`src/rtl/stream_teacher_aligner.sv`:
```
// stream_teacher_aligner
// First-word-fall-through FIFO between an upstream and a downstream teacher stream.
// Each lane is widened from WF to WF+EXT bits on the way out.
// The block also counts samples per epoch.
// In TEST mode every upstream word is accepted and dropped.
// Leaving TRAIN flushes whatever is still buffered.
// Build option: define TEACHER_SIGN_EXT_EN to sign-extend the lanes instead of zero-extending them.
module stream_teacher_aligner #(
  parameter int NO    = 2,
  parameter int WF    = 8,
  parameter int EXT   = 2,
  parameter int DEPTH = 4,
  parameter int SIZE  = 1,
  localparam int WO   = WF + EXT,
  localparam int LW   = $clog2(DEPTH) + 1,
  localparam int CW   = $clog2(SIZE) + 1
) (
  input  logic             iCLK,
  input  logic             iRST,
  input  logic             iMode,
  input  logic             iValid_AM_Teacher,
  output logic             oReady_AM_Teacher,
  input  logic [NO*WF-1:0] iData_AM_Teacher,
  output logic             oValid_BM_Teacher,
  input  logic             iReady_BM_Teacher,
  output logic [NO*WO-1:0] oData_BM_Teacher,
  output logic [LW-1:0]    oLevel,
  output logic [CW-1:0]    oCount,
  output logic             oEpochDone
);

  localparam int AW = $clog2(DEPTH);
  localparam logic [LW-1:0] FULL_LEVEL = LW'(DEPTH);
  localparam logic [CW-1:0] LAST_COUNT = CW'(SIZE - 1);

  logic [NO*WF-1:0] r_mem [DEPTH];
  logic [AW-1:0]    r_wr_ptr;
  logic [AW-1:0]    r_rd_ptr;
  logic [LW-1:0]    r_level;
  logic             r_mode_prev;
  logic             r_rdy_en;
  logic [CW-1:0]    r_count;
  logic             r_epoch_done;

  logic             w_full;
  logic             w_empty;
  logic             w_ready;
  logic             w_valid;
  logic             w_push;
  logic             w_pop;
  logic             w_flush;
  logic             w_mode_chg;
  logic             w_event;
  logic [NO*WF-1:0] w_head;

  // Ready depends only on local state and mode, never on the downstream ready.
  // It is held low until the first clock edge after reset.
  assign w_full     = (r_level == FULL_LEVEL);
  assign w_empty    = (r_level == '0);
  assign w_ready    = r_rdy_en & (iMode ? ~w_full : 1'b1);
  assign w_valid    = iMode & ~w_empty;
  assign w_push     = iValid_AM_Teacher & w_ready & iMode;
  assign w_pop      = w_valid & iReady_BM_Teacher;
  assign w_flush    = r_mode_prev & ~iMode;
  assign w_mode_chg = (iMode != r_mode_prev);
  assign w_event    = iMode ? w_pop : (iValid_AM_Teacher & w_ready);
  assign w_head     = r_mem[r_rd_ptr];

  assign oReady_AM_Teacher = w_ready;
  assign oValid_BM_Teacher = w_valid;
  assign oLevel            = r_level;
  assign oCount            = r_count;
  assign oEpochDone        = r_epoch_done;

  // Widen each lane of the head word. The head word is read combinationally
  // so that a word pushed into an empty FIFO shows up one cycle later.
  for (genvar gi = 0; gi < NO; gi++) begin : g_lane
`ifdef TEACHER_SIGN_EXT_EN
    assign oData_BM_Teacher[gi*WO +: WO] = {{EXT{w_head[gi*WF + WF - 1]}}, w_head[gi*WF +: WF]};
`else
    assign oData_BM_Teacher[gi*WO +: WO] = {{EXT{1'b0}}, w_head[gi*WF +: WF]};
`endif
  end

  // Storage write. There is no reset because occupancy alone defines which entries are valid.
  always_ff @(posedge iCLK) begin
    if (w_push) begin
      r_mem[r_wr_ptr] <= iData_AM_Teacher;
    end
  end

  // FIFO pointers and occupancy. A TRAIN-to-TEST transition empties the buffer.
  always_ff @(posedge iCLK or negedge iRST) begin
    if (!iRST) begin
      r_wr_ptr <= '0;
      r_rd_ptr <= '0;
      r_level  <= '0;
    end else if (w_flush) begin
      r_wr_ptr <= '0;
      r_rd_ptr <= '0;
      r_level  <= '0;
    end else begin
      if (w_push) r_wr_ptr <= r_wr_ptr + AW'(1);
      if (w_pop)  r_rd_ptr <= r_rd_ptr + AW'(1);
      r_level <= r_level + LW'(w_push) - LW'(w_pop);
    end
  end

  // Previous mode used for edge detection, plus the post-reset ready enable.
  always_ff @(posedge iCLK or negedge iRST) begin
    if (!iRST) begin
      r_mode_prev <= 1'b1;
      r_rdy_en    <= 1'b0;
    end else begin
      r_mode_prev <= iMode;
      r_rdy_en    <= 1'b1;
    end
  end

  // Epoch counter. Each counted transfer advances it, and the SIZE-th one wraps
  // the counter and raises a one-cycle pulse. A mode change cleanly restarts the epoch.
  always_ff @(posedge iCLK or negedge iRST) begin
    if (!iRST) begin
      r_count      <= '0;
      r_epoch_done <= 1'b0;
    end else if (w_mode_chg) begin
      r_count      <= '0;
      r_epoch_done <= 1'b0;
    end else if (w_event) begin
      if (r_count == LAST_COUNT) begin
        r_count      <= '0;
        r_epoch_done <= 1'b1;
      end else begin
        r_count      <= r_count + CW'(1);
        r_epoch_done <= 1'b0;
      end
    end else begin
      r_epoch_done <= 1'b0;
    end
  end

endmodule

```
`config.mk`:
```
export PLATFORM = sky130hd
export DESIGN_NAME = stream_teacher_aligner
export DESIGN_NICKNAME = d
export VERILOG_FILES = /design/src/rtl/stream_teacher_aligner.sv
export SDC_FILE = /design/constraint.sdc
export NUM_CORES = 1
export LEC_CHECK = 0
export ABC_AREA = 1
export BUFFER_PORTS_ARGS = -buffer_cell sky130_fd_sc_hd__buf_4
export CAP_MARGIN = 15
export CORE_ASPECT_RATIO = 0.8
export CORE_UTILIZATION = 24
export DETAILED_ROUTE_END_ITERATION = 10
export GPL_TIMING_DRIVEN = 0
export SLEW_MARGIN = 20
export SYNTH_ARGS = -nofsm -noshare
export SYNTH_HDL_FRONTEND = slang
export SYNTH_SLANG_ARGS = --single-unit
```
`constraint.sdc`:
```
create_clock -name iCLK -period 3.6 [get_ports iCLK]
set_input_delay 0.18 -clock iCLK [delete_from_list [all_inputs] [get_ports iCLK]]
set_output_delay 0.18 -clock iCLK [all_outputs]
set_load 0.02 [all_outputs]
```
# After elaboration in Yosys (flattened, before gate mapping)
# Memories as Yosys holds them, arrays and structs flattened.
# Cells that the tools add are included.
# totals
ff_bits	11
ramBits	64
in_bits	21
output_inout_bits	27
wordCells	43
mem_count	1
# op_classes
add_sub_neg	5
n_eq_ne	2
n_mux	15
n_bitwise	9
reduce_logical	4
# mem_list
memory	depth	word_bits	rd	rd_ports_with_merged_regs	wr	line_no	text
r_mem	4	16	1	0	1	36	logic [NO*WF-1:0] r_mem [DEPTH];
# op_table
cell	count
$mux W1	10
$mux W2	4
$and A1 B1 Y1	6
$reduce_bool A2 Y1	3
$add A2 B1 Y2 const B	2
$add A3 B1 Y3	1
$eq A3 B3 Y1 const B	1
$logic_not A3 Y1	1
$mux W3	1
$not A1 Y1	3
$sub A3 B1 Y3	1
$add A1 B1 Y1 const B	1
$ne A1 B1 Y1	1

# Longest topological paths before layout
# logic_depth
depth_word	9
mapped_depth	11

# Least setup slack after synthesis
# Ideal clock, no wire load.
# synth_path
path_kind	register -> register
start	register r_level[1], in the netlist oLevel[1]
end	register r_level[2], in the netlist oLevel[2]
setup_ns	0.125
arrival_time_ns	1.946
t_required_ns	3.475
setup_slack_ns	1.530
path_stages_with_launch	12
path_buffers	0
period_less_slack_ns	2.070
cell_sequence	dfrtp_1 nor2_2 nand2_1 nand3_1 inv_1 ha_1 inv_1 ha_1 inv_1 fa_1 xor2_1 nor2_1
# synth_between
elab_chain_cells	9
word_cells_on_any_way	13
# synth_lines
item	line_no	text
from (decl)	39	logic [LW-1:0] r_level;
from (signal assigned)	105	r_level <= r_level + LW'(w_push) - LW'(w_pop);
$eq A3 B3 Y1	58	assign w_full = (r_level == FULL_LEVEL);
$not A1 Y1	60	assign w_ready = r_rdy_en & (iMode ? ~w_full : 1'b1);
$mux W1	60	
$and A1 B1 Y1	60	
$and A1 B1 Y1 (2 in a row)	62	assign w_push = iValid_AM_Teacher & w_ready & iMode;
$add A3 B1 Y3	105	
$sub A3 B1 Y3 *	105	
$mux W3 *	98	end else if (w_flush) begin
# Every way passes the cells marked *; elsewhere a longest branch is shown, timed or not.
# A chain may end at the register's enable or synchronous reset.

# Worst setup path after layout
# Same ends and word-level chain as after synthesis.

==> run metrics <==
synthesized area=3040 sq um; Synth Instances=231; share of layout cells above drive strength 1=between 20% and 30%; Final Hold Fails=0; Tot GR Track Use=roughly 11%; Leak Pwr=1.52 nW; CTS Buffer Depth=2; global route overflow=0; worst-path fanout max=4; global-route wire length before repair=10300 um; Critical Path RT=3.81 ns; CTS Hold Bufs=2; drt first pass iters=6; CTS sink count=74; Final GP Congestion=0.720; unrepaired setup endpoints after global routing=false; Slowest cell on crit path=dfrtp_1; Area Overhead vs Synth=30.8%; Core ar.=12300 sq um; Startpoint Class=flop; pin count of the biggest net entering global routing=15; Crit path depth=11; WP data arrival=2.35 ns; via count=1914; DIE WIDTH=128 um; clock latency on the worst-skew pair=0.33 ns; Iter 0 DRT Violations=~150; commonest non-fill, non-tap cell in the layout=edfxtp_1; YS warnings=0; Tmin final=~2.1 ns; Util after Layout=32.5%; total die area=13100 sq um; buffers added on ports=42; DR DRC count=0; Slew Limit Fails=0; final cycle utilization of the critical path=59.4%; multi-input logic area=711 sq um; commonest cells after routing, fill and taps aside=edfxtp_1 (64), buf_4 (50), nor2_1 (37); Sum Neg Setup Slack=0 ns; Crit. End Element=flop; worst hold path stage count=1; Rows=36; vias per inst=4.07; Worst-path clk slew=0.06 ns; maxcap violations=0; Critical Path Max Stage Delay=0.44 ns; Setup Fix Bufs, Post-CTS=0; Post-DP HPWL=4540 um; Worst Setup SP=oLevel[1]; H-tree lvl count=3; Final Skew=0.00568 ns; Top Ports=48; vias in the first global route=1928; CP most frequent cell=inv_1; Fmax achieved=468 MHz; Root Buffer=clkbuf_16; wire length per cell=roughly 14 um; Cell Chain, Critical Path=nor2_2 -> nand2_1 -> nand3_1 -> inv_1 -> ha_1 -> inv_1 -> ha_1 -> inv_1 -> fa_1 -> xor2_1 -> nor2_1; Mean Syn Cell Area=13.2 sq um; Design Power=between 2 and 3 mW; Top delay family on crit path=adder cells; antenna violations before repair=0; filler instances=1245; hold crit path type=input pin to flop; sequential area share after synthesis=71.4%; TritonCTS buffer count=9; critical path class=flop to flop; n_diodes=0; layout net count=323; Die H=103 um; status=completed; Post-Route WL=between 6000 and 7000 um; effective utilization at floorplan=24.8%; Reg2Reg Depth=11; Hold Startpoint=iData_AM_Teacher[14]; Detail Route Antenna Nets=0; pwr dens=753 nW/um^2; post-cts sizing count=0; post-synth cell types=26; buffer and inverter count on the worst path=3; final setup fails=0; R2R Path Start=oLevel[1]; FF+latch area=between 2000 and 2500 sq um; VDD IR max=0.000282 V; #FFs+latches synth=74; CTS tree=yes
-- state kept, by name, summed over array words and instances (netlist names) --
| name | count |
|---|---|
| oEpochDone | 1 |
| r_rdy_en | 1 |
| oLevel | 3 |
| r_mem | 64 |
| r_rd_ptr | 2 |
| r_wr_ptr | 2 |
| r_mode_prev | 1 |
-- cell type report --
class / count / area share (%)
Buffer: 14 / 3.05
Clock buffer: 9 / 5.66
Clock inverter: 7 / 1.95
Inverter: 16 / 1.57
Multi-Input combinational cell: 131 / 17.9
Sequential cell: 74 / 54.6
Tap cell: 171 / 5.38
Timing Repair Buffer: 48 / 9.93
-- cells in the mapped netlist --
master | instances | area, sq um
edfxtp_1 | 64 | 1920
nor2_1 | 41 | 154
o21ai_0 | 24 | 120
o22ai_1 | 16 | 100
inv_1 | 14 | 52.6
nand2_1 | 12 | 45.0
dfrtp_1 | 9 | 225
o21ai_1 | 9 | 45.0
buf_4 | 8 | 60.1
ha_1 | 7 | 87.6
nand3_1 | 6 | 30.0
buf_6 | 5 | 56.3
a21oi_1 | 2 | 10.0
conb_1 | 2 | 7.51
a21boi_0 | 1 | 7.51
buf_2 | 1 | 5.00
dfstp_2 | 1 | 26.3
fa_1 | 1 | 20.0
inv_2 | 1 | 3.75
inv_4 | 1 | 6.26
nand2_2 | 1 | 6.26
nand4_4 | 1 | 21.3
nor2_2 | 1 | 6.26
o21a_1 | 1 | 7.51
xnor2_1 | 1 | 8.76
xor2_1 | 1 | 8.76
-- per-layer routing --
layer	routed length, um	global-route usage (%)	up-vias
li1	-	-	937
met1	2980	13.6	927
met2	3170	18.0	44
met3	371	4.20	6
met4	58	2.71	0
met5	0	0	-
-- cell families after synthesis --
| family | share of synthesized area, % |
|---|---|
| AO/OA/AOI/OAI | 9.54 |
| adder cells (fa/ha/maj) | 3.54 |
| other | 0.247 |
| XOR/XNOR | 0.576 |
| flip-flops | 71.4 |
| AND/OR/NAND/NOR | 8.64 |
| buffers and inverters | 6.04 |
-- where the power goes --
group          internal [mW]  total, mW  switching (mW)  leakage [nW]
registers               1.00       1.06          0.0534         0.702
clock network          0.541      0.892           0.351         0.148
logic                  0.413       1.05           0.638         0.672
-- worst paths after layout --
check	to	slack, ns
worst max register to register	oLevel[2]	1.46
worst min register to register	r_wr_ptr[1]	0.59
worst min-delay path	r_mem[2][14]	0.04
min in group asynchronous	r_rdy_en	0.21
worst max-delay path	oLevel[2]	1.46
max in group asynchronous	r_mode_prev	3.17
-- stage by stage --
stage	std cells	setup WS [ns]	hold slack [ns]	instance area [sq um]
after floorplan	235	1.53	-0.116	3060
after global placement	448	1.17	0.0143	3590
after detailed placement	452	1.44	0.0192	3660
after CTS	470	1.43	0.0285	3980
after global routing	470	1.29	0.0317	3980
final	470	1.46	0.0431	3980
(Power assumes the default switching activity.)
